`src/rtl/alu_pkg.sv`:
```
// Shared definitions for the EX-stage ALU and its two-port arbiter:
// opcode encodings, flag bit positions and the opcode legality check.
package alu_pkg;

  // ALU opcode encodings
  localparam logic [2:0] ALU_ADD = 3'b000;
  localparam logic [2:0] ALU_SUB = 3'b001;
  localparam logic [2:0] ALU_AND = 3'b010;
  localparam logic [2:0] ALU_OR  = 3'b011;
  localparam logic [2:0] ALU_SLT = 3'b101;

  // Bit positions inside the 4-bit {Z,N,O,C} flag vector
  localparam int FLG_Z = 3;
  localparam int FLG_N = 2;
  localparam int FLG_O = 1;
  localparam int FLG_C = 0;

  localparam int FLAGS_W = 4;

  // Round-robin pointer: names the port that wins the next tie
  typedef enum logic {
    PRIO_PORT0 = 1'b0,
    PRIO_PORT1 = 1'b1
  } prio_e;

  // Opcodes 100, 110 and 111 are reserved and flagged as errors
  function automatic logic is_legal_op(input logic [2:0] op);
    case (op)
      ALU_ADD, ALU_SUB, ALU_AND, ALU_OR, ALU_SLT: is_legal_op = 1'b1;
      default:                                    is_legal_op = 1'b0;
    endcase
  endfunction

endpackage

```
`src/rtl/alu_arbiter_alu.sv`:
```
// Combinational EX-stage ALU. Produces the result and {Z,N,O,C} flags.
// Carry on SUB is the unsigned borrow (set when a < b unsigned).
// Logic/compare ops report only Z and N; O and C are zero for them.
module alu_arbiter_alu
  import alu_pkg::*;
#(
  parameter int DATA_W = 32,
  parameter int OP_W   = 3
) (
  input  logic [DATA_W-1:0]  a,
  input  logic [DATA_W-1:0]  b,
  input  logic [OP_W-1:0]    op,
  output logic [DATA_W-1:0]  result,
  output logic [FLAGS_W-1:0] flags
);

  logic [DATA_W:0]          sum_ext;
  logic [DATA_W:0]          diff_ext;
  logic signed [DATA_W-1:0] a_s;
  logic signed [DATA_W-1:0] b_s;
  logic                     ovf;
  logic                     carry;

  assign sum_ext  = {1'b0, a} + {1'b0, b};
  assign diff_ext = {1'b0, a} - {1'b0, b};
  assign a_s      = a;
  assign b_s      = b;

  // Opcode decode: select the result and the arithmetic flags
  always_comb begin
    result = '0;
    ovf    = 1'b0;
    carry  = 1'b0;
    case (op[2:0])
      ALU_ADD: begin
        result = sum_ext[DATA_W-1:0];
        carry  = sum_ext[DATA_W];
        ovf    = (a[DATA_W-1] == b[DATA_W-1]) &&
                 (sum_ext[DATA_W-1] != a[DATA_W-1]);
      end
      ALU_SUB: begin
        result = diff_ext[DATA_W-1:0];
        carry  = diff_ext[DATA_W];
        ovf    = (a[DATA_W-1] != b[DATA_W-1]) &&
                 (diff_ext[DATA_W-1] != a[DATA_W-1]);
      end
      ALU_AND: result = a & b;
      ALU_OR:  result = a | b;
      ALU_SLT: result = {{(DATA_W-1){1'b0}}, (a_s < b_s)};
      default: result = '0;
    endcase
  end

  // Flag vector assembly
  always_comb begin
    flags        = '0;
    flags[FLG_Z] = (result == '0);
    flags[FLG_N] = result[DATA_W-1];
    flags[FLG_O] = ovf;
    flags[FLG_C] = carry;
  end

endmodule

```
`src/rtl/alu_arbiter.sv`:
```
// Two-port arbiter in front of the shared EX-stage ALU. Port 0 is the EX
// datapath, port 1 the branch/address-compare unit. One request is granted
// per cycle (round-robin or fixed priority with a starvation guard), the
// winner's operands drive the ALU and the ALU output is captured in that
// port's response register, which holds until the requester consumes it.
module alu_arbiter
  import alu_pkg::*;
#(
  parameter int DATA_W     = 32,
  parameter int OP_W       = 3,
  parameter int FIXED_PRIO = 0,
  parameter int STARVE_MAX = 4
) (
  input  logic               clk,
  input  logic               rst,
  // port 0 request / response
  input  logic               req0_valid,
  output logic               req0_ready,
  input  logic [DATA_W-1:0]  req0_a,
  input  logic [DATA_W-1:0]  req0_b,
  input  logic [OP_W-1:0]    req0_op,
  output logic               rsp0_valid,
  input  logic               rsp0_ready,
  output logic [DATA_W-1:0]  rsp0_result,
  output logic [FLAGS_W-1:0] rsp0_flags,
  output logic               rsp0_err,
  // port 1 request / response
  input  logic               req1_valid,
  output logic               req1_ready,
  input  logic [DATA_W-1:0]  req1_a,
  input  logic [DATA_W-1:0]  req1_b,
  input  logic [OP_W-1:0]    req1_op,
  output logic               rsp1_valid,
  input  logic               rsp1_ready,
  output logic [DATA_W-1:0]  rsp1_result,
  output logic [FLAGS_W-1:0] rsp1_flags,
  output logic               rsp1_err,
  // one-hot accept indication, {port1, port0}
  output logic [1:0]         grant
);

  localparam logic [3:0] STARVE_LIM = STARVE_MAX[3:0];

  prio_e              rr_ptr;
  logic [3:0]         starve_cnt;

  logic               elig0;
  logic               elig1;
  logic               p1_prio;
  logic               win0;
  logic               win1;

  logic [DATA_W-1:0]  alu_a;
  logic [DATA_W-1:0]  alu_b;
  logic [OP_W-1:0]    alu_op;
  logic [DATA_W-1:0]  alu_result;
  logic [FLAGS_W-1:0] alu_flags;

  logic               op_legal;
  logic [DATA_W-1:0]  cap_result;
  logic [FLAGS_W-1:0] cap_flags;
  logic               cap_err;

  // A port can take a new request if its response slot is empty or draining
  assign elig0 = req0_valid && (!rsp0_valid || rsp0_ready);
  assign elig1 = req1_valid && (!rsp1_valid || rsp1_ready);

  // Port 1 takes a tie either from the RR pointer or from the starvation guard
  assign p1_prio = (FIXED_PRIO != 0) ? (starve_cnt == STARVE_LIM)
                                     : (rr_ptr == PRIO_PORT1);

  assign win1 = elig1 && (!elig0 || p1_prio);
  assign win0 = elig0 && !win1;

  assign req0_ready = win0;
  assign req1_ready = win1;
  assign grant      = {win1, win0};

  // ALU input mux: winner's operands, idle value 0 + 0 ADD when nobody wins
  always_comb begin
    alu_a  = '0;
    alu_b  = '0;
    alu_op = OP_W'(ALU_ADD);
    if (win0) begin
      alu_a  = req0_a;
      alu_b  = req0_b;
      alu_op = req0_op;
    end else if (win1) begin
      alu_a  = req1_a;
      alu_b  = req1_b;
      alu_op = req1_op;
    end
  end

  alu_arbiter_alu #(
    .DATA_W (DATA_W),
    .OP_W   (OP_W)
  ) u_alu (
    .a      (alu_a),
    .b      (alu_b),
    .op     (alu_op),
    .result (alu_result),
    .flags  (alu_flags)
  );

  // Reserved opcodes discard the ALU output and report an error instead
  always_comb begin
    op_legal   = is_legal_op(alu_op[2:0]);
    cap_result = op_legal ? alu_result : '0;
    cap_flags  = op_legal ? alu_flags  : '0;
    cap_err    = !op_legal;
  end

  // Round-robin pointer: hand priority to the other port after each grant
  always_ff @(posedge clk or posedge rst) begin
    if (rst) begin
      rr_ptr <= PRIO_PORT0;
    end else if (win0) begin
      rr_ptr <= PRIO_PORT1;
    end else if (win1) begin
      rr_ptr <= PRIO_PORT0;
    end
  end

  // Starvation guard: count consecutive cycles port 1 is eligible but loses
  always_ff @(posedge clk or posedge rst) begin
    if (rst) begin
      starve_cnt <= '0;
    end else if (FIXED_PRIO == 0) begin
      starve_cnt <= '0;
    end else if (!elig1 || win1) begin
      starve_cnt <= '0;
    end else begin
      starve_cnt <= starve_cnt + 4'd1;
    end
  end

  // Port 0 response register: load on accept, clear valid on drain
  always_ff @(posedge clk or posedge rst) begin
    if (rst) begin
      rsp0_valid  <= 1'b0;
      rsp0_result <= '0;
      rsp0_flags  <= '0;
      rsp0_err    <= 1'b0;
    end else if (win0) begin
      rsp0_valid  <= 1'b1;
      rsp0_result <= cap_result;
      rsp0_flags  <= cap_flags;
      rsp0_err    <= cap_err;
    end else if (rsp0_ready) begin
      rsp0_valid  <= 1'b0;
    end
  end

  // Port 1 response register: load on accept, clear valid on drain
  always_ff @(posedge clk or posedge rst) begin
    if (rst) begin
      rsp1_valid  <= 1'b0;
      rsp1_result <= '0;
      rsp1_flags  <= '0;
      rsp1_err    <= 1'b0;
    end else if (win1) begin
      rsp1_valid  <= 1'b1;
      rsp1_result <= cap_result;
      rsp1_flags  <= cap_flags;
      rsp1_err    <= cap_err;
    end else if (rsp1_ready) begin
      rsp1_valid  <= 1'b0;
    end
  end

endmodule

```
`config.mk`:
```
export PLATFORM = sky130hd
export DESIGN_NAME = alu_arbiter
export DESIGN_NICKNAME = d
export VERILOG_FILES = /design/src/rtl/alu_pkg.sv /design/src/rtl/alu_arbiter_alu.sv /design/src/rtl/alu_arbiter.sv
export SDC_FILE = /design/constraint.sdc
export NUM_CORES = 1
export LEC_CHECK = 0
export CAP_MARGIN = 25
export CORE_MARGIN = 1.5
export CORE_UTILIZATION = 56
export CTS_CLUSTER_DIAMETER = 200
export DETAILED_ROUTE_END_ITERATION = 6
export GPL_TIMING_DRIVEN = 0
export PLACE_DENSITY = 0.94
export SETUP_SLACK_MARGIN = 0.4
export SLEW_MARGIN = 25
export SYNTH_ARGS = -nofsm -noshare
export SYNTH_HDL_FRONTEND = slang
export SYNTH_HIERARCHICAL = 1
export SYNTH_SLANG_ARGS = --single-unit
```
`constraint.sdc`:
```
create_clock -name clk -period 7.3 [get_ports clk]
set_input_delay 1.095 -clock clk [delete_from_list [all_inputs] [get_ports clk]]
set_output_delay 1.095 -clock clk [all_outputs]
set_load 0.01 [all_outputs]
```
# Word-level counts from Yosys, hierarchy flattened
# Cells that the tools add are included.
# word_totals
output_inout_bits	80
elab_cells	60
input_bits	140
ff_bits	77
# op_classes
muxes	18
n_eq_ne	8
bitwise	2
reduce_logical	20
n_lt_le_gt_ge	1
n_addsub	2
# ops
operator	count
$mux W32	5
$pmux W32 S5	1
$add A32 B32 Y33	1
$sub A32 B32 Y33	1
$and A32 B32 Y32	1
$logic_not A32 Y1	1
$lt A32 B32 Y1	1
$or A32 B32 Y32	1
$mux W1	7
$eq A3 B2 Y1 const B	2
$logic_and A1 B1 Y1	6
$mux W3	2
$reduce_bool A2 Y1	3
$logic_not A1 Y1	5
$reduce_or A5 Y1	1
$mux W4	1
$pmux W1 S2	2
$eq A3 B1 Y1 const B	1
$eq A3 B3 Y1 const B	1
$logic_not A3 Y1	1
$logic_or A1 B1 Y1	3
$ne A1 B1 Y1	3
$eq A1 B1 Y1	1

# Depth between registers and ports, before layout
# Gate-level depths: netlist of run 1.
# depth
depth_word	14
mapped_depth	24
mapped_depth_nobuf	21

# By module
# The synthesis of run 1 kept the hierarchy.
# modules_own_cells
module	area_per_inst_um2	seq_area_each_um2	n_inst	cells_per_inst
alu_arbiter_alu	5640.4	0.0	1	869
alu_arbiter	3703.6	1926.8	1	420

# Worst setup path before layout of run 1
# Ideal clock, no wire load.
# synth_path
path_type	input to register
from	in rsp0_ready
to	reg rsp1_flags[3]
slack_ns	1.781
arrival_time_ns	5.442
n_path_buf	2
setup_time_ns	0.076
stages	22
required_ns	7.224
cell_sequence	nand2b_1 -> nand2_1 -> o211ai_2 -> inv_2 -> clkbuf_1 -> clkbuf_1 -> a22o_1 -> inv_1 -> ha_1 -> or3_1 -> a211o_1 -> a21oi_2 -> o21ai_2 -> o211ai_2 -> nand4_1 -> a211o_1 -> or4_1 -> nor4_2 -> nand4_1 -> nor4b_2 -> nand2_1 -> o21ai_1
# synth_between
elab_chain_len	12
elab_cells_between_ends	28
cone_classes	add/sub (2); order compare (1); eq/ne (4); mux (9); bitwise (2); reduce/logical (10)
# synth_rtl
element	line	text
from (decl)	alu_arbiter.sv:23	input logic rsp0_ready,
$logic_or A1 B1 Y1 (*)	alu_arbiter.sv:65	assign elig0 = req0_valid && (!rsp0_valid || rsp0_ready);
$logic_and A1 B1 Y1 (*)	alu_arbiter.sv:65	
$logic_not A1 Y1	alu_arbiter.sv:72	assign win1 = elig1 && (!elig0 || p1_prio);
$logic_or A1 B1 Y1	alu_arbiter.sv:72	
$logic_and A1 B1 Y1	alu_arbiter.sv:72	
$logic_not A1 Y1	alu_arbiter.sv:73	assign win0 = elig0 && !win1;
$logic_and A1 B1 Y1	alu_arbiter.sv:73	
$mux W32 (*)	alu_arbiter.sv:84	if (win0) begin
net alu_a[7]	alu_arbiter.sv:53	logic [DATA_W-1:0] alu_a;
$sub A32 B32 Y33, or another cell as far along	alu_arbiter_alu.sv:25	assign diff_ext = {1'b0, a} - {1'b0, b};
$pmux W32 S5 (*)	alu_arbiter_alu.sv:34	case (op[2:0])
$logic_not A32 Y1 (*)	alu_arbiter_alu.sv:57	flags[FLG_Z] = (result == '0);
net alu_flags[3]	alu_arbiter.sv:57	logic [FLAGS_W-1:0] alu_flags;
$mux W4 (*)	alu_arbiter.sv:110	cap_flags = op_legal ? alu_flags : '0;
to (signal assigned)	alu_arbiter.sv:165	rsp1_flags <= cap_flags;
to (decl)	alu_arbiter.sv:36	output logic [FLAGS_W-1:0] rsp1_flags,
# The timed path passes the listed nets; every way through them passes the cells marked *.
# A chain may end at the register's enable or synchronous reset.

# Worst setup path after layout of run 1
# layout_path
from	in rsp0_ready
to	reg rsp0_flags[3]
# layout_between
elab_chain_len	12
elab_cells_between_ends	28
cone_classes	add/sub (2); order compare (1); eq/ne (4); mux (9); bitwise (2); reduce/logical (10)
# layout_rtl
element	line	text
$logic_or A1 B1 Y1 (*)	alu_arbiter.sv:65	
$logic_and A1 B1 Y1 (*)	alu_arbiter.sv:65	
$logic_not A1 Y1	alu_arbiter.sv:72	
$logic_or A1 B1 Y1	alu_arbiter.sv:72	
$logic_and A1 B1 Y1	alu_arbiter.sv:72	
$logic_not A1 Y1	alu_arbiter.sv:73	
$logic_and A1 B1 Y1	alu_arbiter.sv:73	
$mux W32 (*)	alu_arbiter.sv:84	
net alu_a[8]	alu_arbiter.sv:53	
$sub A32 B32 Y33, or another cell as far along	alu_arbiter_alu.sv:25	
$pmux W32 S5 (*)	alu_arbiter_alu.sv:34	
$logic_not A32 Y1 (*)	alu_arbiter_alu.sv:57	
net alu_flags[3]	alu_arbiter.sv:57	
$mux W4 (*)	alu_arbiter.sv:110	
to (signal assigned)	alu_arbiter.sv:148	rsp0_flags <= cap_flags;
to (decl)	alu_arbiter.sv:25	output logic [FLAGS_W-1:0] rsp0_flags,
# Marks and branches as above.

==> results.py, run 1 <==
metrics = {
    "clock_network": {
        "clk_latency_ns": 0.34,
        "cts_buffer_depth": 2,
        "cts_tree": "built",
        "clk_pin_slew_ns": 0.06,
        "cts_sinks": 77,
        "htreeDepth": 3,
        "cts_buffers": 9,
        "cts_root_buffer": "clkbuf_16",
        "ctsHoldBuffers": 0,
    },
    "critical_path": {
        "startpoint": "rsp0_ready",
        "end_kind": "flip-flop",
        "r2r_slack_ns": 1.37,
        "critPathLaunchType": "primary input",
        "required_ns": 7.55,
        "crit_cells": 23,
        "reg2reg_depth": 22,
        "cpMaxStageDelayCell": "or4_1",
        "crit_path_end": "rsp0_flags[3]",
        "reg2reg_to": "rsp0_flags[3]",
        "reg2reg_from": "rsp0_valid",
        "crit_type": "in2reg",
        "cp_slowest_stage_delay_ns": 0.53,
        "crit_arrival_ns": 7.05,
        "worst-path-max-fanout": 10,
        "path_buf_inv": 5,
        "crit_family": "simple AND/OR/NAND/NOR gates",
        "cp_cell_sequence": "clkdlybuf4s50_1 > nand2b_1 > nand2_1 > o211ai_2 > inv_2 > clkbuf_4 > clkbuf_4 > a22o_1 > inv_1 > ha_1 > or3_4 > a211o_1 > a21oi_2 > o21ai_2 > o211ai_2 > nand4_1 > a211o_1 > or4_1 > nor4_4 > nand4_1 > nor4b_2 > nand2_1 > o21ai_1",
    },
    "floorplanning": {
        "fp.dieW_um": 132,
        "initial_utilization": 0.567,
        "core_area_um2": 16500,
        "die_area_um2": 17500,
        "fp-row-count": 47,
        "fp.dieH_um": 132,
        "pin_count": 220,
    },
    "global_routing": {
        "grt_pass1_vias": 10900,
        "gr-usage-all-layers": 0.424,
        "antenna_found_initial": 0,
        "grt-ovfl-total": 0,
        "busiest_layer": "met2",
        "use_met3": 0.0527,
        "grt_pass1_wl_um": 58600,
        "grt_max_degree": 49,
        "use_met1": 0.546,
        "use_met2": 0.689,
    },
    "placed_design": {
        "place_inst": 1729,
        "port_buffers": 219,
        "dpl_cell_area_um2": 11800,
        "gp_congestion": 1.00,
        "dp_hpwl_um": 29300,
    },
    "timing": {
        "clock-skew-final_ns": 0.00893,
        "drv_slew": 0,
        "rsz0062_at_grt": "false",
        "fmax_mhz": 147,
        "timing_hold_violations_final": 0,
        "relSlewSlack": 0.432,
        "setup_viol": 0,
        "min_period_ns": 6.79,
        "worstMarginPinSlew_ns": 0.850,
        "finalCritPeriodShare": 0.930,
    },
    "routing": {
        "drtIter0Drc": 1600,
        "wl_per_cell_um": 22.2,
        "drt-pass1-iter-count": 7,
        "ant_nets": 0,
        "remaining_drc_errors": 3,
        "vias": 11600,
        "viasPerCell": 6.62,
        "totalWireLength_um": 38800,
    },
    "pwr": {
        "intPower_mw": 1.83,
        "combPwrFrac": 0.656,
        "ir_worst_vdd_uv": 249,
        "p_seq_frac": 0.203,
        "swShare": 0.479,
        "powerDensity_nw_per_um2": 284,
        "clkPwrFrac": 0.141,
        "p_leak_nw": 5.36,
        "p_sw_mw": 1.68,
    },
    "final_layout": {
        "diodes": 0,
        "drive_gt1_frac": 0.0700,
        "finalCoreUtilization": 0.749,
        "n_fill_cell": 1197,
        "area_growth_syn_to_layout_pct": 32.1,
        "fin_nets": 1768,
        "final_common_cell": "clkdlybuf4s50_1",
        "final_cells": 1748,
        "final_cell_mix": "219 x clkdlybuf4s50_1, 218 x nand2_1, 107 x o21ai_0",
        "final_area_um2": 12300,
    },
    "yosys": {
        "syn_nets": 1534,
        "ys_warn_count": 6,
        "ys_seq_area_frac": 0.206,
        "postSynthCellCount": 1289,
        "synth_ff_type": "dfrtp_1",
        "ys_seq_elements": 77,
        "ys_types": 79,
        "synth_edf_count": 0,
        "async_flop_share": 1.00,
        "avgSynthCellArea_um2": 7.25,
        "synth_area_um2": 9340,
    },
    "hold_path": {
        "hold_class": "reg2reg",
    },
    "job": {
        "drv_cap": 0,
    },
    "outcome": {
        "violations": "DRC",
        "outcome": "finished with violations",
    },
}
## how the worst min path moves through the flow
stage                         start               to  slack [ns]  cells past startpoint
global placement    rsp0_result[11]  rsp0_result[11]        0.46                      2
detailed placement  rsp0_result[29]  rsp0_result[29]        0.48                      2
finish                rsp0_flags[2]    rsp0_flags[2]        0.49                      2
floorplan             rsp0_flags[0]    rsp0_flags[0]        0.52                      2
global route               rsp1_err         rsp1_err        0.51                      1
CTS                  rsp1_result[9]   rsp1_result[9]        0.49                      2
## cells in the mapped netlist (all sizes together) (14+ instances only)
library cell	number	area share
nand4	18	0.012
clkbuf	53	0.021
o211ai	17	0.015
a22o	69	0.065
o21ai	132	0.071
nor3	28	0.015
nand3	20	0.011
a21oi	75	0.041
ha	103	0.14
a211oi	17	0.014
nand2	218	0.088
nor2	83	0.033
a21o	16	0.013
dfrtp	77	0.21
nor2b	14	0.0094
xnor2	15	0.014
mux2i	14	0.016
nand2b	15	0.010
inv	106	0.043
buf	39	0.021
## kinds of logic after synthesis
group | Yosys count | share of synthesized area
adders and majority gates | 105 | 0.142
DFF | 77 | 0.206
muxes | 15 | 0.0187
buffers and inverters | 198 | 0.0846
AOI/OAI and AO/OA | 442 | 0.324
xor gates and xnor gates | 17 | 0.0159
and+or+nand+nor | 435 | 0.208
## per-stage QoR
stage | hold slack [ns] | TNS, ns | setup WS (ns) | power (mW)
after floorplan | 0.516 | 0 | 1.78 | 1.94
after global placement | 0.462 | -1.97 | -0.650 | 2.76
after detailed placement | 0.475 | -3.34 | -0.741 | 2.83
after CTS | 0.495 | 0 | 0.408 | 3.37
after global routing | 0.512 | 0 | 0.401 | 3.65
final | 0.491 | 0 | 0.507 | 3.50
## sequential cells by signal, summed over array words and instances (netlist names)
name / cells
rsp1_result: 32
p1_prio: 1
rsp1_err: 1
rsp1_flags: 4
rsp0_valid: 1
rsp1_valid: 1
rsp0_result: 32
rsp0_err: 1
rsp0_flags: 4
## worst reg2reg max path, cell delays in order, from the launching register on
cell and delay (ns):
dfrtp_1 0.38, nand2b_1 0.15, nand2_1 0.12, o211ai_2 0.29, inv_2 0.16, clkbuf_4 0.26
clkbuf_4 0.23, a22o_1 0.30, inv_1 0.07, ha_1 0.31, or3_4 0.38, a211o_1 0.35
a21oi_2 0.19, o21ai_2 0.17, o211ai_2 0.27, nand4_1 0.27, a211o_1 0.35, or4_1 0.53
nor4_4 0.19, nand4_1 0.21, nor4b_2 0.38, nand2_1 0.11, o21ai_1 0.18
## per-layer routing
metal / up-vias / share of wire
met5: - / 0
met4: 0 / 0.066
met3: 224 / 0.11
met2: 960 / 0.45
met1: 5336 / 0.37
li1: 5052 / -
## layout make-up
type	instances	area, µm²	share of cell area
clock inverters	6	86.3	0.00700
plain buffers	92	442	0.0358
multi-input cells	1014	6730	0.545
clock buffers	10	239	0.0194
well taps	220	275	0.0223
flip-flops and latches	77	1930	0.156
inverters	106	400	0.0324
repair buffers	223	2240	0.182
## power by group through the flow
stage / clock network, mW / logic, mW / registers (mW)
after CTS: 0.487 / 2.18 / 0.699
after floorplan: 0 / 1.18 / 0.757
after global routing: 0.504 / 2.43 / 0.718
after global placement: 0 / 2.07 / 0.689
final: 0.493 / 2.30 / 0.710
after detailed placement: 0 / 2.13 / 0.702
## what timing repair did
action	4_1_cts	5_1_grt
pin swaps	0	10
setup endpoints to repair	14	2
endpoints found under the hold margin	0	0
resized for setup	23	36
buffers inserted	0	3
Note: power is estimated with default switching activity, not from simulation.
==> inputs of run 2 (changes only) <==
- CTS_CLUSTER_SIZE: unset -> 10
- TNS_END_PERCENT: unset -> 1
==> results of run 2 <==
The final DEF is identical to that of run 1; final timing and power are the same.
==> inputs of run 3 (changes only) <==
- CAP_MARGIN: 25 -> unset
- CORE_MARGIN: 1.5 -> 8
==> run 3 against run 2 <==
  * Utilization is 0.17 points higher
  * Register-to-register slack better by 0.05 ns
  * Sequential share of layout area hardly changed
  * Combinational power hardly changed
  * Cell area is 0.22% higher
  * The run still ends with DRC left
  * Count of clock-buffer cells in the layout is 2 higher
  * Clock power hardly changed
  * Highest routed layer unchanged
  * Wire length is 1.8% higher
  * Critical endpoint is now rsp1_flags[3]
  * Clock skew is 0.0030 ns lower
  * Largest cell class unchanged
  * Power hardly changed
==> results.py, run 3 (synthesis gave the netlist of run 1 again) <==
metrics = {
    "critical_path": {
        "crit_path_end": "rsp1_flags[3]",
        "startpoint": "rsp0_ready",
        "worst-path-max-fanout": 10,
        "r2r_slack_ns": 1.42,
        "reg2reg_from": "rsp0_valid",
        "critPathLaunchType": "primary input",
        "required_ns": 7.56,
        "crit_arrival_ns": 7.00,
        "reg2reg_to": "rsp1_flags[3]",
        "crit_type": "in2reg",
        "end_kind": "flip-flop",
        "reg2reg_depth": 22,
    },
    "timing": {
        "finalCritPeriodShare": 0.923,
        "drv_slew": 0,
        "relSlewSlack": 0.455,
        "worstMarginPinSlew_ns": 0.812,
        "setup_ws_ns": 0.566,
        "setup_viol": 0,
        "fin_hold_ws_ns": 0.479,
        "rsz0062_at_grt": "false",
        "timing_hold_violations_final": 0,
        "fmax_mhz": 148,
        "min_period_ns": 6.73,
        "clock-skew-final_ns": 0.00598,
    },
    "final_layout": {
        "final_cells": 1750,
        "final_area_um2": 12400,
        "diodes": 0,
        "finalCoreUtilization": 0.751,
        "area_growth_syn_to_layout_pct": 32.4,
        "n_fill_cell": 1210,
        "final_cell_mix": "219 x clkdlybuf4s50_1, 218 x nand2_1, 106 x o21ai_0",
        "final_common_cell": "clkdlybuf4s50_1",
        "top_regs": "rsp0_result (32), rsp1_result (32)",
        "fin_nets": 1770,
        "drive_gt1_frac": 0.0712,
    },
    "global_routing": {
        "grt_max_degree": 43,
        "grt_pass1_vias": 10800,
        "grt-ovfl-total": 0,
        "gr-usage-all-layers": 0.350,
        "grt_pass1_wl_um": 60100,
        "antenna_found_initial": 0,
    },
    "clock_network": {
        "cts_tree": "built",
        "htreeDepth": 3,
        "cts_root_buffer": "clkbuf_16",
        "cts_buffer_depth": 2,
        "clk_pin_slew_ns": 0.06,
        "cts_sinks": 77,
        "clk_latency_ns": 0.34,
        "cts_buffers": 9,
    },
    "routing": {
        "drtIter0Drc": 1372,
        "vias": 11500,
        "remaining_drc_errors": 2,
        "drt-pass1-iter-count": 7,
        "viasPerCell": 6.58,
        "ant_nets": 0,
        "wl_per_cell_um": 22.6,
        "totalWireLength_um": 39500,
    },
    "placed_design": {
        "port_buffers": 219,
        "gp_congestion": 0.999,
        "place_inst": 1729,
        "dpl_cell_area_um2": 11800,
        "dpl_worst_slack_ns": -0.567,
        "dp_hpwl_um": 30300,
    },
    "floorplanning": {
        "initial_utilization": 0.567,
        "fp.dieW_um": 145,
        "die_area_um2": 21100,
        "fp-row-count": 47,
        "core_area_um2": 16500,
        "fp.dieH_um": 145,
        "pin_count": 220,
    },
    "outcome": {
        "violations": "DRC",
        "outcome": "finished with violations",
    },
    "job": {
        "drv_cap": 0,
    },
    "pwr": {
        "powerDensity_nw_per_um2": 283,
        "ir_worst_vdd_uv": 212,
        "p_leak_nw": 5.37,
    },
    "hold_path": {
        "hold_class": "reg2reg",
    },
}
[run 3: changes by cell type in the layout (fill, tap and decap cells not counted), sizes merged]
cell,delta
clkbuf,+4
clkinvlp,-1
clkinv,-1
[run 3: timing repair]
| action | 4_1_cts | 5_1_grt |
|---|---|---|
| setup endpoints to repair | 10 | 4 |
| setup buffers | 0 | 5 |
| resized for setup | 18 | 44 |
| pin swaps | 0 | 9 |
| hold buffers | 0 | 0 |
[run 3: per-layer routing]
layer	vias up	part of all wire	global-route usage	wire length (µm)
li1	5044	-	-	-
met1	5356	0.38	0.444	15100
met2	930	0.45	0.568	17700
met3	189	0.11	0.0550	4500
met4	0	0.055	0.179	2190
met5	-	0	0	0
[run 3: how the worst min path moves through the flow]
stage | from | endpoint | slack, ns | depth (start not counted)
after floorplan | rsp0_flags[0] | rsp0_flags[0] | 0.52 | 2
after global placement | rsp1_err | rsp1_err | 0.46 | 1
after detailed placement | rsp1_err | rsp1_err | 0.47 | 1
after CTS | rsp1_err | rsp1_err | 0.48 | 1
after global routing | rsp0_result[4] | rsp0_result[4] | 0.50 | 2
final | rsp0_result[8] | rsp0_result[8] | 0.48 | 2
[run 3: critical path: stages]
cell	delay (ns)
clkdlybuf4s50_1	0.46
nand2b_1	0.19
nand2_1	0.13
o211ai_2	0.30
inv_2	0.13
clkbuf_4	0.23
clkbuf_4	0.24
a22o_1	0.30
inv_1	0.17
ha_1	0.20
nor2_1	0.07
o31ai_1	0.55
mux2i_1	0.27
o211ai_1	0.21
or3_1	0.47
a2111o_1	0.37
a221oi_2	0.25
nand4_1	0.19
nor4_4	0.30
nand4_1	0.20
nor4b_2	0.39
nand2_1	0.13
o21ai_1	0.17
[run 3: stage by stage]
step | setup TNS [ns] | power [mW]
2_1_floorplan | 0 | 1.94
3_3_place_gp | -1.18 | 2.77
3_5_place_dp | -1.96 | 2.83
4_1_cts | 0 | 3.36
5_1_grt | 0 | 3.67
6_report | 0 | 3.50
[run 3: final cells by class]
type                            instances  area, µm²  area share
Timing Repair Buffer                  225       2250       0.182
Clock inverter                          4       70.1     0.00567
Inverter                              106        400      0.0324
Multi-Input combinational cell       1014       6750       0.546
Buffer                                 92        438      0.0354
Sequential cell                        77       1930       0.156
Tap cell                              220        275      0.0223
Clock buffer                           12        256      0.0207
[run 3: power breakdown]
part / leakage [nW] / switching [mW] / internal (mW) / total [mW]
combinational: 4.20 / 1.37 / 0.927 / 2.30
clock: 0.163 / 0.175 / 0.317 / 0.492
sequential: 1.01 / 0.119 / 0.591 / 0.710
